**src/rtl/usbh_nes_pkg.sv**
```systemverilog
// rtl/usbh_nes_pkg.sv - shared button indices, lane state and timeout helper for NES USB blocks
package usbh_nes_pkg;

  localparam int BTN_A      = 0;
  localparam int BTN_B      = 1;
  localparam int BTN_SELECT = 2;
  localparam int BTN_START  = 3;
  localparam int BTN_UP     = 4;
  localparam int BTN_DOWN   = 5;
  localparam int BTN_LEFT   = 6;
  localparam int BTN_RIGHT  = 7;

  typedef enum logic {
    STALE = 1'b0,
    LIVE  = 1'b1
  } lane_state_e;

  // Number of clock cycles in the report-silence window.
  function automatic int timeout_cycles(input int clk_hz, input int timeout_ms);
    return (clk_hz / 1000) * timeout_ms;
  endfunction

endpackage

```
**src/rtl/usbh_nes_joypad_lane.sv**
```systemverilog
// rtl/usbh_nes_joypad_lane.sv - one joypad port: held report, watchdog, STALE/LIVE FSM, serial shifter
module usbh_nes_joypad_lane
  import usbh_nes_pkg::*;
#(
  parameter int c_timeout_cycles = 600000
) (
  input  logic       clk,
  input  logic       reset,
  input  logic [7:0] btn,
  input  logic       btn_valid,
  input  logic       strobe,
  input  logic       rd,
  input  logic       mask_ba,
  output logic       data,
  output logic       stale
);

  localparam int c_wd_max = c_timeout_cycles - 1;
  localparam int c_wd_w   = (c_wd_max < 1) ? 1 : $clog2(c_wd_max + 1);

  lane_state_e       state;
  lane_state_e       state_nxt;
  logic [7:0]        btn_q;
  logic [7:0]        shift;
  logic [7:0]        load;
  logic [c_wd_w-1:0] wd;
  logic              timeout;

  assign timeout = (wd == c_wd_w'(c_wd_max));
  assign load    = mask_ba ? {btn_q[7:2], 2'b00} : btn_q;

  always_comb begin
    state_nxt = state;
    if (btn_valid) begin
      state_nxt = LIVE;
    end else if (state == LIVE && timeout) begin
      state_nxt = STALE;
    end
  end

  always_ff @(posedge clk) begin
    if (reset) begin
      state <= STALE;
      btn_q <= 8'h00;
      wd    <= '0;
      shift <= 8'h00;
    end else begin
      state <= state_nxt;
      // A fresh report always beats a timeout landing in the same cycle.
      if (btn_valid) begin
        btn_q <= btn;
        wd    <= '0;
      end else if (state == LIVE) begin
        if (timeout) begin
          btn_q <= 8'h00;
          wd    <= '0;
        end else begin
          wd <= wd + 1'b1;
        end
      end
      // Ones fill from the top so reads past the eighth return 1.
      if (strobe) begin
        shift <= load;
      end else if (rd) begin
        shift <= {1'b1, shift[7:1]};
      end
    end
  end

  assign data  = shift[BTN_A];
  assign stale = (state == STALE);

endmodule

```
**src/rtl/usbh_nes_joypad_port.sv**
```systemverilog
// rtl/usbh_nes_joypad_port.sv - two-port NES serial joypad front end; optional autofire via USBH_JOYPAD_AUTOFIRE_EN
module usbh_nes_joypad_port
  import usbh_nes_pkg::*;
#(
  parameter int c_clk_hz      = 6000000,
  parameter int c_timeout_ms  = 100,
  parameter int c_autofire_hz = 10
) (
  input  logic       i_clk,
  input  logic       i_reset,
  input  logic [7:0] i_btn0,
  input  logic       i_btn0_valid,
  input  logic [7:0] i_btn1,
  input  logic       i_btn1_valid,
  input  logic       i_strobe,
  input  logic       i_rd0,
  input  logic       i_rd1,
  input  logic [1:0] i_turbo,
  output logic       o_data0,
  output logic       o_data1,
  output logic [1:0] o_stale
);

  localparam int c_timeout_cycles = timeout_cycles(c_clk_hz, c_timeout_ms);

  logic [1:0] mask_ba;

`ifdef USBH_JOYPAD_AUTOFIRE_EN
  localparam int c_af_div = c_clk_hz / (2 * c_autofire_hz);
  localparam int c_af_w   = (c_af_div < 2) ? 1 : $clog2(c_af_div);

  logic [c_af_w-1:0] af_cnt;
  logic              phase;

  always_ff @(posedge i_clk) begin
    if (i_reset) begin
      af_cnt <= '0;
      phase  <= 1'b0;
    end else if (af_cnt == c_af_w'(c_af_div - 1)) begin
      af_cnt <= '0;
      phase  <= ~phase;
    end else begin
      af_cnt <= af_cnt + 1'b1;
    end
  end

  // A and B are released during the low half of the autofire square wave.
  assign mask_ba = i_turbo & {2{~phase}};
`else
  logic unused_turbo;
  assign unused_turbo = ^i_turbo;
  assign mask_ba      = 2'b00;
`endif

  usbh_nes_joypad_lane #(
    .c_timeout_cycles(c_timeout_cycles)
  ) u_lane0 (
    .clk      (i_clk),
    .reset    (i_reset),
    .btn      (i_btn0),
    .btn_valid(i_btn0_valid),
    .strobe   (i_strobe),
    .rd       (i_rd0),
    .mask_ba  (mask_ba[0]),
    .data     (o_data0),
    .stale    (o_stale[0])
  );

  usbh_nes_joypad_lane #(
    .c_timeout_cycles(c_timeout_cycles)
  ) u_lane1 (
    .clk      (i_clk),
    .reset    (i_reset),
    .btn      (i_btn1),
    .btn_valid(i_btn1_valid),
    .strobe   (i_strobe),
    .rd       (i_rd1),
    .mask_ba  (mask_ba[1]),
    .data     (o_data1),
    .stale    (o_stale[1])
  );

endmodule

```
**config.mk**
```make
export PLATFORM = sky130hd
export DESIGN_NAME = usbh_nes_joypad_port
export DESIGN_NICKNAME = d
export VERILOG_FILES = /design/src/rtl/usbh_nes_pkg.sv /design/src/rtl/usbh_nes_joypad_lane.sv /design/src/rtl/usbh_nes_joypad_port.sv
export SDC_FILE = /design/constraint.sdc
export NUM_CORES = 1
export LEC_CHECK = 0
export ABC_AREA = 1
export CORE_MARGIN = 2
export CORE_UTILIZATION = 40
export CTS_BUF_LIST = sky130_fd_sc_hd__clkbuf_4
export CTS_CLUSTER_DIAMETER = 200
export DETAILED_ROUTE_END_ITERATION = 8
export PLACE_DENSITY_LB_ADDON = 0.05
export SLEW_MARGIN = 0
export SYNTH_ARGS = -nofsm -noshare
export SYNTH_HDL_FRONTEND = slang
export SYNTH_SLANG_ARGS = --single-unit
```
**constraint.sdc**
```tcl
create_clock -name i_clk -period 4.2 [get_ports i_clk]
set_input_delay 0.84 -clock i_clk [delete_from_list [all_inputs] [get_ports i_clk]]
set_output_delay 0.84 -clock i_clk [all_outputs]
set_load 0.01 [all_outputs]
```
==> flow_summary_export.csv, run 1 <==
group,metric,value,unit
outcome,status,"finished, final reports clean",
sta,setup_slack,1.63,ns
worst_setup_path,cp_num_buf_inv,2,
logic_synthesis,synth_edf_count,0,
sta,max_slew.worst_pin.slew,0.695,ns
die,die_h,98.6,um
worst_setup_path,critPathLaunch,"u_lane1.state",
final_layout,regArea,1480,um2
clock_network,cts-hold-fix-buffers,0,
worst_setup_path,critPathKind,"reg2out",
clock_network,post_cts_resized,0,
worst_setup_path,end_kind,"output pin",
sta,whs,0.473,ns
final_layout,nNetsFinal,550,
placement,dp_slack,1.65,ns
sta,finalHoldViolations,0,
routing,drc,0,
logic_synthesis,synth_commonest_cells,"117 x nand2_1, 74 x dfxtp_1, 72 x nor2_1",
sta,clock_skew,0.0144,ns
logic_synthesis,synth_most_common_cell,"nand2_1",
logic_synthesis,syn_area,3580,um2
clock_network,cts.htree.levels,3,
placement,post-dp-hpwl,5730,um
clock_network,cts.sinks,74,
worst_setup_path,crit_path_top_delay_cell,"dfxtp_1",
logic_synthesis,syn_avg_cell_area,7.15,um2
worst_setup_path,worstPathMaxFanout,12,
global_routing,grt_usage,0.175,
clock_network,clk_latency,0.42,ns
die,die_w,98.6,um
global_routing,grt_max_degree,25,
placement,dp_cells,620,
die,die_area,9720,um2
worst_setup_path,max_stage_delay,0.62,ns
logic_synthesis,synth-seq-cells,74,
worst_setup_path,cp.arrival,1.73,ns
final_layout,area_delta_synth_final,11.8,%
routing,vias,3222,
global_routing,grt_first_pass_wirelength,13900,um
final_layout,post-route-util,0.459,
routing,drtIter0Drc,62,
die,num_rows,34,
routing,drt_first_pass_iters,4,
die,coreArea,8720,um2
worst_setup_path,rr_startpoint,"u_lane1.wd[0]",
final_layout,n_fill_cell,939,
sta,period_needed,2.57,ns
placement,dpl_cell_area,3880,um2
logic_synthesis,ys_top_cells_by_area,"dfxtp_1 41%, nand2_1 12%, nor2_1 7.5%",
power,total_power,1.24,mW
clock_network,root_buffer,"clkbuf_4",
worst_setup_path,cp_num_cells,2,
worst_hold_path,holdPathStages,2,
final_layout,drive_gt1_frac,0.0928,
sta,fin_crit_sh,0.612,
worst_hold_path,holdCritStartpoint,"u_lane1.shift[1]",
clock_network,cts_tree,"yes",
clock_network,clkTransAtPathRegs,0.13,ns
power,ir_drop,213,uV
logic_synthesis,yosys.area.top_type,"dfxtp_1",
routing,vias_per_cell,5.07,
logic_synthesis,synth.net_count,528,
global_routing,grt_pass1_vias,3061,
clock_network,cts_buffers,9,
final_layout,n_antenna_cell,0,
final_layout,multi_input_area,1790,um2
routing,ant_nets,0,
die,start_util,0.410,
placement,port_buffers,26,
sta,max_clock_freq,389,MHz
global_routing,overflow,0,
sta,drv_slew,0,
sta,setup_violations,0,
logic_synthesis,yosysTopAreaCellShare,0.414,
worst_setup_path,crit_path_start_kind,"flip-flop",
clock_network,clk_path_buf_depth,2,
sta,rsz0062_at_grt,"false",
worst_hold_path,hp-class,"reg2reg",
routing,wl,8010,um
worst_setup_path,critPathRequiredTime,3.36,ns
clock_network,postCtsSetupBuffers,0,
logic_synthesis,async_reset_ff_frac,0,
power,power-per-cell-area,309,nW/um2
logic_synthesis,yosysSeqAreaShare,0.414,
logic_synthesis,ys_warn_count,0,
worst_setup_path,cp_top_family,"buffers and inverters",
sta,relSlewSlack,0.536,
logic_synthesis,synthFlopType,"dfxtp_1",
global_routing,antenna_found_initial,0,
routing,wire_per_inst,12.6,um
final_layout,finalInstanceArea,4000,um2
worst_setup_path,ff2ff_path_depth,8,
logic_synthesis,synth.distinct_cells,32,
sta,setup_tns,0,ns
final_layout,fin_cells,636,
power,p_leak,1.48,nW
logic_synthesis,synthesis.instances,501,
worst_setup_path,crit_chain,"inv_2 -> clkdlybuf4s50_1",
placement,place_congestion,0.803,
die,io_pins,29,
job,drv_cap,0,
[worst paths after layout]
kind	to	slack [ns]
setup reg to reg	u_lane1.wd[5]	2.27
hold reg to reg	u_lane1.shift[0]	0.47
hold / removal	u_lane1.shift[0]	0.47
setup / recovery	o_stale[1]	1.63
[flip-flops by register name (all words and copies together) (netlist names)]
name,cells
u_lane0.wd,20
u_lane1.wd,20
u_lane0.btn_q,8
u_lane0.shift,8
u_lane1.btn_q,8
u_lane1.shift,8
u_lane0.state,1
u_lane1.state,1
[power breakdown]
group	switching [mW]	internal (mW)	total, mW
combinational	0.0511	0.0428	0.0939
clock	0.278	0.126	0.404
sequential	0.0148	0.724	0.739
total	0.344	0.893	1.24
[placed cells by master, fill, tap and decap left out, types with 8 or more instances in the layout]
| cell | instances |
|---|---|
| a21oi_1 | 18 |
| a31oi_1 | 9 |
| clkbuf_4 | 9 |
| clkdlybuf4s50_1 | 26 |
| dfxtp_1 | 74 |
| inv_1 | 49 |
| nand2_1 | 117 |
| nand3_1 | 51 |
| nor2_1 | 72 |
| nor2_2 | 11 |
| o21ai_0 | 11 |
| o221ai_1 | 8 |
| xor2_1 | 12 |
[final cells by class]
cell class,instances,area share
clock buffers,9,0.0169
clock inverters,7,0.0134
inverters,54,0.0507
multi-input cells,356,0.446
flip-flops and latches,74,0.370
well taps,108,0.0338
repair buffers,28,0.0688
[metal layers]
metal / up-vias / GRT usage / wire length [um]
met5: - / 0 / 0
met4: 0 / 0.0569 / 118
met3: 12 / 0.0390 / 209
met2: 41 / 0.295 / 3770
met1: 1492 / 0.223 / 3910
li1: 1677 / - / -
[tightest hold or removal path, stage by stage, from the launching register on]
cell	delay, ns
dfxtp_1	0.32
inv_1	0.06
a31oi_1	0.07
[logic make-up after synthesis]
group,Yosys count,synth area share
buffers and inverters,71,0.0874
AND/OR/NAND/NOR,285,0.361
flip-flops,74,0.414
AO/OA/AOI/OAI,54,0.0944
adder cells (fa/ha/maj),2,0.00699
XOR/XNOR,15,0.0367
Note: power is estimated with default switching activity, not from simulation.
==> inputs of run 2 (changes only) <==
==> constraint.sdc (replaced) <==
create_clock -name i_clk -period 2.2 [get_ports i_clk]
set_input_delay 0.44 -clock i_clk [delete_from_list [all_inputs] [get_ports i_clk]]
set_output_delay 0.44 -clock i_clk [all_outputs]
set_load 0.01 [all_outputs]
==> flow_summary_export.csv, run 2 (synthesis results as in run 1) <==
group,metric,value,unit
power,combPwrFrac,0.082,
routing,wire_per_inst,12.4,um
die,io_pins,29,
placement,port_buffers,26,
clock_network,cts.sinks,74,
die,start_util,0.410,
sta,fin_crit_sh,0.865,
placement,place_congestion,0.816,
die,coreArea,8720,um2
power,switching_share,0.263,
routing,drtIter0Drc,66,
sta,setup_violations,0,
worst_setup_path,worstPathMaxFanout,8,
worst_setup_path,rr_startpoint,"u_lane0.wd[0]",
routing,ant_nets,0,
final_layout,n_antenna_cell,0,
placement,dp_slack,0.257,ns
power,total_power,2.49,mW
sta,relSlewSlack,0.774,
global_routing,grt_pass1_vias,3062,
power,ir_drop,294,uV
power,p_int,1.83,mW
outcome,status,"finished, final reports clean",
power,clkPwrFrac,0.353,
sta,max_slew.worst_pin.slew,0.337,ns
die,num_rows,34,
clock_network,cts_buffers,9,
routing,drc,0,
final_layout,n_fill_cell,927,
clock_network,cts.htree.levels,3,
global_routing,overflow,0,
routing,routed-wl-met2,3780,um
sta,finalHoldViolations,0,
routing,wl_met3,217,um
worst_hold_path,hp-class,"reg2reg",
clock_network,clk_latency,0.42,ns
sta,clock_skew,0.0207,ns
sta,rsz0062_at_grt,"false",
placement,post-dp-hpwl,5870,um
clock_network,cts-hold-fix-buffers,0,
worst_setup_path,r2r_setup_slack,0.54,ns
routing,vias_per_cell,4.94,
clock_network,clkTransAtPathRegs,0.15,ns
final_layout,nNetsFinal,564,
die,die_area,9720,um2
sta,drv_slew,0,
clock_network,clk_path_buf_depth,2,
clock_network,cts_tree,"yes",
power,power-per-cell-area,602,nW/um2
sta,max_clock_freq,525,MHz
job,drv_cap,0,
worst_setup_path,critPathRequiredTime,1.76,ns
worst_setup_path,ff2ff_path_depth,8,
clock_network,post_cts_resized,0,
routing,drt_first_pass_iters,4,
worst_setup_path,critPathLaunch,"u_lane1.state",
power,p_seq_frac,0.565,
routing,vias,3213,
worst_setup_path,rr_endpoint,"u_lane0.wd[16]",
final_layout,area_delta_synth_final,15.3,%
worst_setup_path,cp.arrival,1.46,ns
worst_setup_path,critPathKind,"reg2out",
power,p_leak,1.56,nW
final_layout,regArea,1480,um2
power,p_switching,0.654,mW
final_layout,multi_input_area,1790,um2
worst_setup_path,end_kind,"output pin",
worst_setup_path,cp-endpoint,"o_stale[1]",
sta,setup_slack,0.296,ns
clock_network,postCtsSetupBuffers,0,
die,die_w,98.6,um
global_routing,antenna_found_initial,0,
global_routing,grt_max_degree,17,
worst_setup_path,crit_path_start_kind,"flip-flop",
routing,wl,8070,um
global_routing,grt_usage,0.174,
clock_network,root_buffer,"clkbuf_4",
routing,met1_length,3980,um
final_layout,final_cell_mix,"117 x nand2_1, 74 x dfxtp_1, 72 x nor2_1",
global_routing,grt_first_pass_wirelength,13900,um
die,die_h,98.6,um
final_layout,layout_commonest_cell,"nand2_1",
sta,period_needed,1.90,ns
final_layout,drive_gt1_frac,0.116,
routing,highest_layer,"met4",
sta,setup_tns,0,ns
final_layout,reg_top3,"u_lane0.wd: 20 flops, u_lane1.wd: 20 flops",
[run 2: area by class of cell]
cell class	instances	share of cell area
multi-input cells	356	0.432
flip-flops and latches	74	0.359
repair buffers	42	0.0921
inverters	54	0.0491
well taps	108	0.0327
clock inverters	7	0.0185
clock buffers	9	0.0164
[run 2: worst max-delay path, stage by stage, from the launching register on]
cell             delay (ns)
dfxtp_1                0.34
inv_2                  0.15
clkdlybuf4s50_1        0.56
[run 2: stage by stage]
stage	utilization	hold slack, ns	std cells	cell area, um2
floorplan	-	0.430	501	3580
global placement	0.457	0.445	634	3990
detailed placement	0.457	0.449	634	3990
CTS	0.473	0.456	650	4130
global route	0.473	0.488	650	4130
finish	0.473	0.463	650	4130
[run 2: worst min-delay path by stage]
stage / startpoint / depth (start not counted) / to
final: u_lane1.shift[3] / 2 / u_lane1.shift[2]
after global routing: u_lane1.shift[7] / 2 / u_lane1.shift[6]
after CTS: u_lane1.shift[3] / 2 / u_lane1.shift[2]
after detailed placement: u_lane1.shift[7] / 2 / u_lane1.shift[7]
after global placement: u_lane1.shift[7] / 2 / u_lane1.shift[7]
after floorplan: u_lane0.shift[7] / 2 / u_lane0.shift[7]
[run 2: power by group through the flow]
stage / clock [mW] / sequential (mW) / combinational, mW
2_1_floorplan: 0 / 1.43 / 0.117
3_3_place_gp: 0 / 1.43 / 0.205
3_5_place_dp: 0 / 1.43 / 0.206
4_1_cts: 0.916 / 1.40 / 0.207
5_1_grt: 0.970 / 1.41 / 0.228
6_report: 0.879 / 1.40 / 0.204
[run 2: routing by layer]
layer | up-vias | GRT usage
met5 | - | 0
met4 | 0 | 0.0569
met3 | 9 | 0.0305
met2 | 38 | 0.285
met1 | 1460 | 0.235
li1 | 1706 | -
